## src/rtl/vga_mode_sequencer.sv

```systemverilog
// Frame-synchronous owner of the VGA screen mode word with a brightness scaler.
// Define MODE_SEQ_FADE_EN to wrap each mode change in a fade-out/fade-in sequence.
module vga_mode_sequencer #(
    parameter int unsigned FRAMES_PER_STEP = 2,
    parameter logic [31:0] RESET_MODE      = 32'h0000_0000
) (
    input  logic        iVGA_CLK,
    input  logic        iRST_n,
    input  logic        iVS,
    input  logic [31:0] req_mode,
    input  logic        req_valid,
    output logic        req_ready,
    output logic [31:0] active_mode,
    output logic        mode_changed,
    output logic        busy,
    output logic [3:0]  fade_level,
    output logic [15:0] frame_count,
    input  logic [23:0] rgb_in,
    output logic [23:0] rgb_out
);

    typedef enum logic [1:0] {IDLE, FADE_OUT, SWAP, FADE_IN} state_t;

    state_t      state_q, state_d;
    logic [31:0] active_q, active_d;
    logic [31:0] pend_q, pend_d;
    logic        mode_chg_q, mode_chg_d;
    logic [15:0] fc_q, fc_d;
    logic        prev_vs_q;
    logic [23:0] rgb_q, rgb_d;
    logic        tick;
    logic        accept;

`ifdef MODE_SEQ_FADE_EN
    localparam logic [7:0] STEP_LAST = 8'(FRAMES_PER_STEP - 1);
    logic [3:0]  fade_q, fade_d;
    logic [7:0]  step_q, step_d;
    logic [11:0] prod;
`endif

    always_comb begin
        tick       = prev_vs_q & ~iVS;
        accept     = req_valid && (state_q == IDLE);
        state_d    = state_q;
        active_d   = active_q;
        pend_d     = pend_q;
        mode_chg_d = 1'b0;
        fc_d       = fc_q + {15'd0, tick};
`ifdef MODE_SEQ_FADE_EN
        fade_d     = fade_q;
        step_d     = step_q;
`endif
        case (state_q)
            IDLE: begin
`ifdef MODE_SEQ_FADE_EN
                fade_d = 4'hF;
`endif
                // A request matching the live mode completes the handshake with no effect.
                if (accept && (req_mode != active_q)) begin
                    pend_d = req_mode;
`ifdef MODE_SEQ_FADE_EN
                    step_d  = '0;
                    state_d = FADE_OUT;
`else
                    state_d = SWAP;
`endif
                end
            end
`ifdef MODE_SEQ_FADE_EN
            FADE_OUT: if (tick) begin
                if (step_q == STEP_LAST) begin
                    step_d = '0;
                    fade_d = fade_q - 4'd1;
                    if (fade_q == 4'd1) state_d = SWAP;
                end else begin
                    step_d = step_q + 8'd1;
                end
            end
            FADE_IN: if (tick) begin
                if (step_q == STEP_LAST) begin
                    step_d = '0;
                    fade_d = fade_q + 4'd1;
                    if (fade_q == 4'd14) state_d = IDLE;
                end else begin
                    step_d = step_q + 8'd1;
                end
            end
`endif
            SWAP: if (tick) begin
                active_d   = pend_q;
                mode_chg_d = 1'b1;
`ifdef MODE_SEQ_FADE_EN
                step_d     = '0;
                state_d    = FADE_IN;
`else
                state_d    = IDLE;
`endif
            end
            default: state_d = IDLE;
        endcase
    end

    // Per-channel brightness scale; full level bypasses the multiply so white stays 8'hFF.
    always_comb begin
        rgb_d = rgb_in;
`ifdef MODE_SEQ_FADE_EN
        prod  = '0;
        if (fade_q != 4'hF) begin
            for (int i = 0; i < 3; i++) begin
                prod             = {4'd0, rgb_in[i*8 +: 8]} * {8'd0, fade_q};
                rgb_d[i*8 +: 8]  = prod[11:4];
            end
        end
`endif
    end

    always_ff @(posedge iVGA_CLK or negedge iRST_n) begin
        if (!iRST_n) begin
            state_q    <= IDLE;
            active_q   <= RESET_MODE;
            pend_q     <= '0;
            mode_chg_q <= 1'b0;
            fc_q       <= '0;
            prev_vs_q  <= 1'b1;
            rgb_q      <= '0;
`ifdef MODE_SEQ_FADE_EN
            fade_q     <= 4'hF;
            step_q     <= '0;
`endif
        end else begin
            state_q    <= state_d;
            active_q   <= active_d;
            pend_q     <= pend_d;
            mode_chg_q <= mode_chg_d;
            fc_q       <= fc_d;
            prev_vs_q  <= iVS;
            rgb_q      <= rgb_d;
`ifdef MODE_SEQ_FADE_EN
            fade_q     <= fade_d;
            step_q     <= step_d;
`endif
        end
    end

    assign req_ready    = (state_q == IDLE);
    assign busy         = (state_q != IDLE);
    assign active_mode  = active_q;
    assign mode_changed = mode_chg_q;
    assign frame_count  = fc_q;
    assign rgb_out      = rgb_q;
`ifdef MODE_SEQ_FADE_EN
    assign fade_level   = fade_q;
`else
    assign fade_level   = 4'hF;
`endif

endmodule

```

## config.mk

```make
export PLATFORM = sky130hd
export DESIGN_NAME = vga_mode_sequencer
export DESIGN_NICKNAME = d
export VERILOG_FILES = /design/src/rtl/vga_mode_sequencer.sv
export SDC_FILE = /design/constraint.sdc
export NUM_CORES = 1
export LEC_CHECK = 0
export BUFFER_PORTS_ARGS = -buffer_cell sky130_fd_sc_hd__buf_2
export CAP_MARGIN = 10
export CORE_UTILIZATION = 54
export DETAILED_ROUTE_END_ITERATION = 6
export PLACE_DENSITY = 0.88
export SLEW_MARGIN = 20
export SYNTH_ARGS = -nofsm -noshare
export SYNTH_HDL_FRONTEND = slang
export SYNTH_SLANG_ARGS = --single-unit
```

## constraint.sdc

```tcl
create_clock -name iVGA_CLK -period 3.6 [get_ports iVGA_CLK]
set_clock_uncertainty 0.15 [all_clocks]
set_input_delay 0.72 -clock iVGA_CLK [delete_from_list [all_inputs] [get_ports iVGA_CLK]]
set_output_delay 0.72 -clock iVGA_CLK [all_outputs]
set_load 0.02 [all_outputs]
```

# Word-level counts from Yosys, hierarchy flattened
# Index checks and enable logic that the tools add are counted.
[word_totals]
input_bits = 60
regBits = 108
word_cells = 26
output_inout_bits = 79
[classes]
muxes = 5
n_bitwise = 2
n_addsub = 1
n_eq_ne = 4
reduce_logical = 7
[ops]
columns = ["operator", "n"]
rows = [
  ["$ne 32x32->1", 1],
  ["$add 16x1->16", 1],
  ["$reduce_and 2->1", 3],
  ["$mux 2", 2],
  ["$pmux 2 s2", 1],
  ["$eq 2x2->1 const B", 1],
  ["$logic_and 1x1->1", 2],
  ["$logic_not 2->1", 1],
  ["$mux 1", 2],
  ["$ne 2x1->1 const B", 1],
  ["$ne 2x2->1 const B", 1],
  ["$reduce_bool 2->1", 1],
  ["$and 1x1->1", 1],
  ["$not 1->1", 1],
]

# Logic depth before layout (Yosys ltp)
# Gate-level depths: netlist of run 1.
[depth]
ltp_word = 5
ltp_mapped = 6
mapped_depth_nobuf = 6

# Least setup slack after synthesis of run 1
# OpenSTA, ideal clock, no wires.
[synth_timing]
kind = "input -> register"
startpoint = "in req_mode[29]"
endpoint = "reg pend_q[10]"
setup_time_ns = 0.125
n_path_buf = 1
arrival_ns = 2.081
setup_slack_ns = 1.245
path_stages = 6
cell_sequence = "xor2_1 > nor4_1 > nand4_1 > o211ai_2 > buf_6 > mux2_2"
[synth_between]
elab_chain_cells = 3
[synth_rtl]
columns = ["element", "line", "rtl"]
rows = [
  ["start, declared", "10", "input logic [31:0] req_mode,"],
  ["$ne 32x32->1", "59", "if (accept && (req_mode != active_q)) begin"],
  ["$logic_and 1x1->1", "59", ""],
  ["$reduce_and 2->1 (no line)", "-", ""],
  ["end signal, assigned", "133", "pend_q <= pend_d;"],
  ["end, declared", "26", "logic [31:0] pend_q, pend_d;"],
]
# Every way passes these cells.
# A chain may end at the register's enable or synchronous reset.

# Final worst setup path of run 1
[layout_timing]
startpoint = "in req_mode[24]"
endpoint = "reg pend_q[4]"
# Same word-level chain as after synthesis.

==> results.toml, run 1 <==
[sta]
maxSlewViolCount = 0
worst_pin_slew_ns = 0.696
rsz0062_at_grt = "no"
min_period_ns = 2.54
timing.slew.headroom_pct = 53.6
finalHoldViolCount = 0
holdWs_ns = 0.253
finalSetupTns_ns = 0
period_share_pct = 70.6
fmax_ghz = 0.393
setup_viol = 0

[detailed_routing]
antenna_left = 0
first_pass_iters = 4
routed_via_density = 4.94
drt_iter0_markers = 117
routedWlPerCell_um = 15.2
drt-total-wl_um = 7830
num_vias = 2543
drc = 0

[die]
dieWidth_um = 89.3
dieHeight_um = 89.3
initial_core_util_pct = 56.4
rows = 31
placeableCoreArea_mm2 = 0.00729
io-pin-count = 139
die_area_mm2 = 0.00797

[layout]
diodes = 0
nFillCells = 558
drive_gt1_share_pct = 52.9
syn_to_final_growth_pct = 23.2
fin_nets = 473
multi_input_area_mm2 = 0.00137
regArea_mm2 = 0.00268

[synthesis]
synth_top_area_cell = "dfrtp_1"
synthSimpleGateAreaFrac_pct = 4.47
mappedNetlistArea_mm2 = 0.00411
synth_commonest_cells = "106 x dfrtp_1, 64 x mux2_2, 35 x xor2_1, 10 x xnor2_1, 8 x nor4_1"
ys_ff_latch = 107
synth_warnings = 0
post-synth-top-area-fraction_pct = 64.5
ys_seq_area_share_pct = 65.2
synth_top_family_by_area = "multiplexers"
synth_xor_area_share_pct = 9.59
synth_compound_area_share_pct = 0.548
synth_edf_count = 0
synth_mux_area_share_pct = 17.5
synth_area_leaders = "dfrtp_1 65%, mux2_2 18%, xor2_1 7.5%"
synth_fa_ha_area_share_pct = 0.609
yosys.cell_types.count = 22
syn_inst = 268
async_reset_ff_share_pct = 100
synth_area_per_cell_um2 = 15.3
synth_ff_type = "dfrtp_1"
yosysMostFrequentCell = "dfrtp_1"

[critical_path]
critical_path_class = "in2reg"
r2r_setup_slack_ns = 1.11
timing.rr.start = "active_mode[24]"
crit_start = "req_mode[24]"
arrival_ns = 2.63
cp-end-kind = "flip-flop"
worst-path-max-fanout = 21
startpoint_type = "primary input"
required_ns = 3.69

[cts]
postCtsHoldBufs = 0
tritoncts = "done"
h-tree-depth = 3
clk_latency_ns = 0.35
cts_root_buf = "clkbuf_8"
cts_setup_buffers = 0
clk_pin_slew_ns = 0.11
cts_resized = 0
numCtsBuffers = 9
clock-sinks = 107
clk_path_buf_depth = 2

[run]
drv_cap = 0

[power_and_ir_drop]
power.density_mw_per_mm2 = 731
vdd_drop_max_v = 0.000362
p_leak_nw = 2.49

[place]
port_buffers = 134
gp_congestion = 0.765
post-dp-hpwl_um = 5880

[global_routing]
gr-usage-all-layers_pct = 21.0
grt_overflow = 0
grt_max_degree = 59
antenna_found_initial = 0
grt_pass1_wl_um = 12300
grt_pass1_vias = 2541

[min_path]
hp-class = "in2async"

[run_status]
status = "complete, no violations"
-- cell families (layout without fill, tap and decap cells) --
| logic type | count (synthesis) | in the layout |
|---|---|---|
| other | 1 | 4 |
| and+or+nand+nor | 34 | 34 |
| xor gates and xnor gates | 45 | 45 |
| adders and majority gates | 2 | 2 |
| DFF | 107 | 107 |
| muxes | 64 | 64 |
| buffers and inverters | 12 | 157 |
| AOI/OAI and AO/OA | 3 | 3 |
-- cell usage in the layout, fill, tap and decap left out, types with 3 or more instances in the layout --
cell type  instances
nor2_1             3
mux2_2            64
nand4_1            6
conb_1             4
buf_2            133
dfrtp_1          106
clkbuf_8           9
inv_6              3
xor2_1            35
nand3_1            5
buf_4              6
nor4_1             8
nand2_1            7
xnor2_1           10
-- path summary, 6_finish.rpt --
path / to / cells past startpoint
worst max-delay path: pend_q[4] / 7
worst min-delay path: frame_count[4] / 1
worst max register to register: pend_q[4] / 6
worst min register to register: active_mode[15] / 1
max in group asynchronous: pend_q[25] / 2
min in group iVGA_CLK: prev_vs_q / 1
-- sequential cells by signal (all words and copies together), names as in the netlist --
register / count
prev_vs_q: 1
rgb_out: 24
pend_q: 32
active_mode: 32
state_q: 1
mode_changed: 1
frame_count: 16
-- through the flow --
step | instances | power [mW] | worst slack (ns) | utilization (%) | instance area (um^2)
after floorplan | 271 | 2.62 | 1.24 | - | 4120
after global placement | 499 | 3.03 | 0.689 | 67.1 | 4890
after detailed placement | 499 | 3.09 | 0.659 | 67.1 | 4890
after CTS | 515 | 3.74 | 1.03 | 69.5 | 5060
after global routing | 515 | 3.93 | 0.942 | 69.5 | 5060
final | 515 | 3.70 | 1.06 | 69.5 | 5060
-- critical path, stage by stage --
cell and delay (ns):
buf_2 0.12, xor2_1 0.14, nor4_1 0.48, nand4_1 0.24
o211ai_4 0.23, buf_4 0.31, mux2_2 0.37
-- layout make-up --
class,count,area share [%]
repair buffers,139,14.0
multi-input cells,152,27.1
well taps,99,2.45
inverters,2,0.148
clock inverters,6,0.914
clock buffers,10,2.52
flip-flops and latches,107,52.9
-- power by group --
group	switching, mW	internal [mW]
Combinational	0.656	0.555
Clock	0.395	0.258
Sequential	0.270	1.57
-- layer usage --
| layer | part of all wire (%) | global-route usage (%) | vias up |
|---|---|---|---|
| li1 | - | - | 1205 |
| met4 | 1.9 | 9.81 | 0 |
| met5 | 0 | 0 | - |
| met1 | 44 | 29.1 | 1259 |
| met3 | 3.2 | 2.49 | 11 |
| met2 | 51 | 33.4 | 68 |
(Power assumes the default switching activity.)
==> inputs of run 2 (changes only) <==
Settings changed: ABC_AREA from default to 1, CORE_UTILIZATION 54 to 51, PLACE_DENSITY 0.88 to 0.83.
Clock period 3.6 ns to 2.5 ns, I/O delays scaled along.
==> results.toml, run 2 <==
[critical_path]
worst-path-max-fanout = 3
r2r_setup_slack_ns = 0.32
cp_slowest_cell = "dfstp_2"
reg2reg_depth = 8
crit_chain = "inv_1 > nor2_1 > ha_1 > ha_1 > nand4_1 > nor3_1 > nand3_1 > xnor2_1"
startpoint_type = "flip-flop"
timing.rr.start = "prev_vs_q"
critical_path_class = "reg2reg"
crit_buf_inv = 1
critPathMostFrequentCell = "ha_1"
cp-end-kind = "flip-flop"
crit_family = "simple AND/OR/NAND/NOR gates"
rr_endpoint = "frame_count[10]"
required_ns = 2.61
critical_path.max_stage_delay_ns = 0.53
arrival_ns = 2.29

[synthesis]
synth_ff_type = "dfrtp_1"
synth_edf_count = 0
synth_top_area_cell = "dfrtp_1"
ys_ff_latch = 107
synth_commonest_cells = "199 x nand2_1, 106 x dfrtp_1, 36 x nand3_1, 31 x xnor2_1, 22 x inv_1"
async_reset_ff_share_pct = 100
mappedNetlistArea_mm2 = 0.00434
synth_area_leaders = "dfrtp_1 61%, nand2_1 17%, xnor2_1 6.3%"
yosys.cell_types.count = 26
post-synth-top-area-fraction_pct = 61.1
synth_warnings = 0
syn_inst = 459
synth_area_per_cell_um2 = 9.46
yosysMostFrequentCell = "nand2_1"
ys_seq_area_share_pct = 61.7

[detailed_routing]
routedWlPerCell_um = 13.4
drt_iter0_markers = 146
first_pass_iters = 5
antenna_left = 0
drc = 0
drt-total-wl_um = 9470
routed_via_density = 4.86
num_vias = 3426

[place]
port_buffers = 134
dp_slack_ns = 0.206
post-dp-hpwl_um = 6830
gp_congestion = 0.791

[sta]
finalHoldViolCount = 0
rsz0062_at_grt = "no"
finalSetupTns_ns = 0
period_share_pct = 87.3
setup_ws_ns = 0.317
fmax_ghz = 0.458
min_period_ns = 2.18
maxSlewViolCount = 0
setup_viol = 0

[global_routing]
grt_max_degree = 57
grt_overflow = 0
gr-usage-all-layers_pct = 23.6
met3_usage_pct = 5.99
grt_pass1_wl_um = 15900
grt_util_met1_pct = 30.3
busiest_layer = "met2"
use_met2_pct = 39.2
grt_pass1_vias = 3543
antenna_found_initial = 0

[layout]
drive_gt1_share_pct = 27.7
fin_nets = 657
nFillCells = 676
final_common_cell = "nand2_1"
final_util_pct = 64.7
final_cell_mix = "199 x nand2_1, 133 x buf_2, 106 x dfrtp_1"
diodes = 0
syn_to_final_growth_pct = 22.4

[cts]
cts_setup_buffers = 0
numCtsBuffers = 9
clk_path_buf_depth = 2
cts_root_buf = "clkbuf_8"
clk_latency_ns = 0.36
h-tree-depth = 3
clock-sinks = 107
clk_pin_slew_ns = 0.11
tritoncts = "done"

[die]
rows = 33
io-pin-count = 139
dieHeight_um = 94.3
initial_core_util_pct = 52.9
placeableCoreArea_mm2 = 0.00822
die_area_mm2 = 0.00889
dieWidth_um = 94.3

[power_and_ir_drop]
vdd_drop_max_v = 0.000562
p_leak_nw = 2.93
power.density_mw_per_mm2 = 999

[run]
drv_cap = 0

[run_status]
status = "complete, no violations"

[min_path]
hp-class = "in2reg"
hold_start = "rgb_in[20]"
min_to = "rgb_out[20]"
hold-path-cell-count = 1
[run 2: cell count changes after synthesis, sizes merged, moves of 2 or more]
cell | previous run | this run
xnor2 | 10 | 31
nand3 | 5 | 36
nand2 | 7 | 201
nor2 | 3 | 14
buf | 10 | 16
clkbuf | 0 | 3
mux2 | 64 | 0
nor3 | 0 | 2
inv | 2 | 25
nand4 | 6 | 3
and3 | 2 | 0
nor4 | 8 | 0
xor2 | 35 | 6
o21ai | 2 | 10
[run 2: repair_timing]
action / in CTS / in global routing
hold buffers: 1 / 0
gates resized for setup: 0 / 0
hold endpoints to repair: 22 / 0
[run 2: power breakdown]
part / leakage [nW] / total (mW) / internal (mW) / switching, mW
Combinational: 1.50 / 1.71 / 0.647 / 1.06
Sequential: 1.33 / 2.59 / 2.21 / 0.375
Clock: 0.0993 / 1.02 / 0.391 / 0.626
[run 2: through the flow]
stage / hold WS, ns / instance area (um^2) / cells / total power [mW]
floorplan: 0.0544 / 4350 / 462 / 3.70
global placement: 0.256 / 5110 / 688 / 4.25
detailed placement: 0.273 / 5110 / 688 / 4.34
CTS: 0.0659 / 5320 / 705 / 5.36
global route: 0.0480 / 5320 / 705 / 5.69
finish: 0.0824 / 5320 / 705 / 5.31
[run 2: worst max-delay path by stage]
stage,depth (start not counted),start,end
global route,8,prev_vs_q,frame_count[10]
finish,8,prev_vs_q,frame_count[10]
CTS,8,prev_vs_q,frame_count[10]
floorplan,8,prev_vs_q,frame_count[10]
detailed placement,8,iVS,frame_count[10]
global placement,8,iVS,frame_count[10]
[run 2: layout make-up]
class | count | area (um^2) | area share (%)
inverter | 26 | 97.6 | 1.84
tap | 105 | 131 | 2.47
sequential | 107 | 2680 | 50.4
clock buffer | 9 | 124 | 2.33
multi-input combinational | 310 | 1460 | 27.5
clock inverter | 7 | 68.8 | 1.29
timing repair buffer | 141 | 753 | 14.2
[run 2: kinds of logic (layout without fill, tap and decap cells)]
logic type      count (synthesis)  count (layout)  synth area share, %
simple gates                  257             257                 24.1
flops                         107             107                 61.7
buf+inv                        45             183                 4.96
xor+xnor                       37              37                 7.46
compound gates                 10              10                 1.15
fa+ha+maj                       2               2                0.576
other cells                     1               4               0.0863
[run 2: metal layers]
metal / vias to the layer above / wire length [um]
met1: 1638 / 4040
met4: 0 / 137
met3: 10 / 502
li1: 1674 / -
met5: - / 0
met2: 104 / 4790
==> inputs of run 3 (changes only) <==
Settings changed: CORE_UTILIZATION 51 to 54, PLACE_DENSITY 0.83 to 0.87, TNS_END_PERCENT from default to 10.
Clock period 2.5 ns to 2.6 ns, I/O delays scaled along.
==> results.toml, run 3 (synthesized netlist as in run 2, its figures left out) <==
[layout]
fin_area_mm2 = 0.00531
diodes = 0
final_common_cell = "nand2_1"
nFillCells = 615
drive_gt1_share_pct = 27.7
fin_nets = 657
final_cell_mix = "199 x nand2_1, 133 x buf_2, 106 x dfrtp_1"
syn_to_final_growth_pct = 22.2
final_util_pct = 68.3

[power_and_ir_drop]
pwr-share-clk_pct = 19.7
p_leak_nw = 2.93
comb_power_share_pct = 32.0
vdd_drop_max_v = 0.000545
p_sw_share_pct = 39.1
p_int_mw = 3.13
p_sw_mw = 2.01
p_seq_share_pct = 48.3
power.density_mw_per_mm2 = 968
total_power_mw = 5.14

[critical_path]
critical_path_class = "reg2reg"
startpoint_type = "flip-flop"
worst-path-max-fanout = 3
arrival_ns = 2.27
required_ns = 2.71
cp-end-kind = "flip-flop"

[sta]
finalHoldViolCount = 0
setup_viol = 0
timing.slew.headroom_pct = 50.5
rsz0062_at_grt = "no"
fmax_ghz = 0.464
maxSlewViolCount = 0
min_period_ns = 2.15
period_share_pct = 82.8
worst_pin_slew_ns = 0.742
finalSetupTns_ns = 0

[detailed_routing]
drt_iter0_markers = 188
num_vias = 3422
antenna_left = 0
first_pass_iters = 6
routedWlPerCell_um = 13.6
drt-total-wl_um = 9530
routed_via_density = 4.87
drc = 0

[run]
drv_cap = 0

[global_routing]
grt_overflow = 0
gr-usage-all-layers_pct = 23.8
grt_max_degree = 45
grt_pass1_vias = 3284
grt_pass1_wl_um = 15500
antenna_found_initial = 0

[die]
die_area_mm2 = 0.00841
initial_core_util_pct = 55.9
dieWidth_um = 91.7
dieHeight_um = 91.7
rows = 32
io-pin-count = 139
placeableCoreArea_mm2 = 0.00777

[place]
port_buffers = 134
post-dp-hpwl_um = 6520
post_dp_cell_area_mm2 = 0.00510
gp_congestion = 0.764

[cts]
clk_pin_slew_ns = 0.12
clock-sinks = 107
cts_root_buf = "clkbuf_8"
cts_resized = 0
h-tree-depth = 3
tritoncts = "done"
clk_latency_ns = 0.37
numCtsBuffers = 9
clk_path_buf_depth = 2

[run_status]
status = "complete, no violations"

[min_path]
hp-class = "in2reg"
==> run 3: changes by cell type in the layout (fill, tap and decap cells not counted) <==
cell,change
buf_12,-1
inv_6,+1
clkinv_4,-2
clkinv_8,+1
buf_4,+1
==> run 3: per-stage QoR <==
| step | std cells | setup WS (ns) | hold slack (ns) |
|---|---|---|---|
| finish | 702 | 0.447 | 0.0950 |
| floorplan | 462 | 0.628 | 0.0744 |
| CTS | 702 | 0.451 | 0.0842 |
| global placement | 685 | 0.440 | 0.298 |
| global route | 702 | 0.301 | 0.0681 |
| detailed placement | 685 | 0.387 | 0.308 |
==> run 3: critical path: stages, from the launching register on <==
cell     delay (ns)
dfstp_2        0.53
inv_1          0.04
nor2_1         0.12
ha_1           0.21
ha_1           0.22
nand4_1        0.20
nor3_1         0.29
nand3_1        0.14
xnor2_1        0.14
==> run 3: power groups by stage <==
stage | sequential, mW | clock, mW | combinational (mW)
floorplan | 2.82 | 0 | 0.730
global placement | 2.48 | 0 | 1.60
detailed placement | 2.51 | 0 | 1.65
CTS | 2.48 | 1.02 | 1.66
global route | 2.54 | 1.10 | 1.83
finish | 2.48 | 1.01 | 1.64
==> run 3: path summary, 6_finish.rpt <==
path | to | startpoint | slack, ns | depth (start not counted)
max in group asynchronous | active_mode[13] | iRST_n | 1.07 | 3
min in group asynchronous | rgb_out[21] | iRST_n | 0.48 | 2
hold reg to reg | active_mode[31] | pend_q[31] | 0.32 | 2
setup reg to reg | frame_count[10] | prev_vs_q | 0.45 | 8
setup / recovery | frame_count[10] | prev_vs_q | 0.45 | 8
hold / removal | rgb_out[9] | rgb_in[9] | 0.1 | 1
==> run 3: what timing repair did <==
action / in CTS / in global routing
hold buffers: 1 / 0
hold endpoints to repair: 33 / 0
setup buffers: 0 / 0
==> run 3: metal layers <==
layer,share of wire (%),GRT usage [%],wire length (um),vias to the layer above
met5,0,0,0,-
met4,1.6,8.73,155,0
met3,4.6,4.39,443,14
met2,50,40.0,4810,90
met1,43,31.2,4130,1650
li1,-,-,-,1668
==> run 3: area by class of cell <==
class	instances	area, um^2	share of cell area, %
clock buffers	9	124	2.33
clock inverters	7	76.3	1.44
inverters	26	97.6	1.84
multi-input cells	310	1460	27.6
flip-flops and latches	107	2680	50.5
well taps	102	128	2.40
repair buffers	141	741	14.0
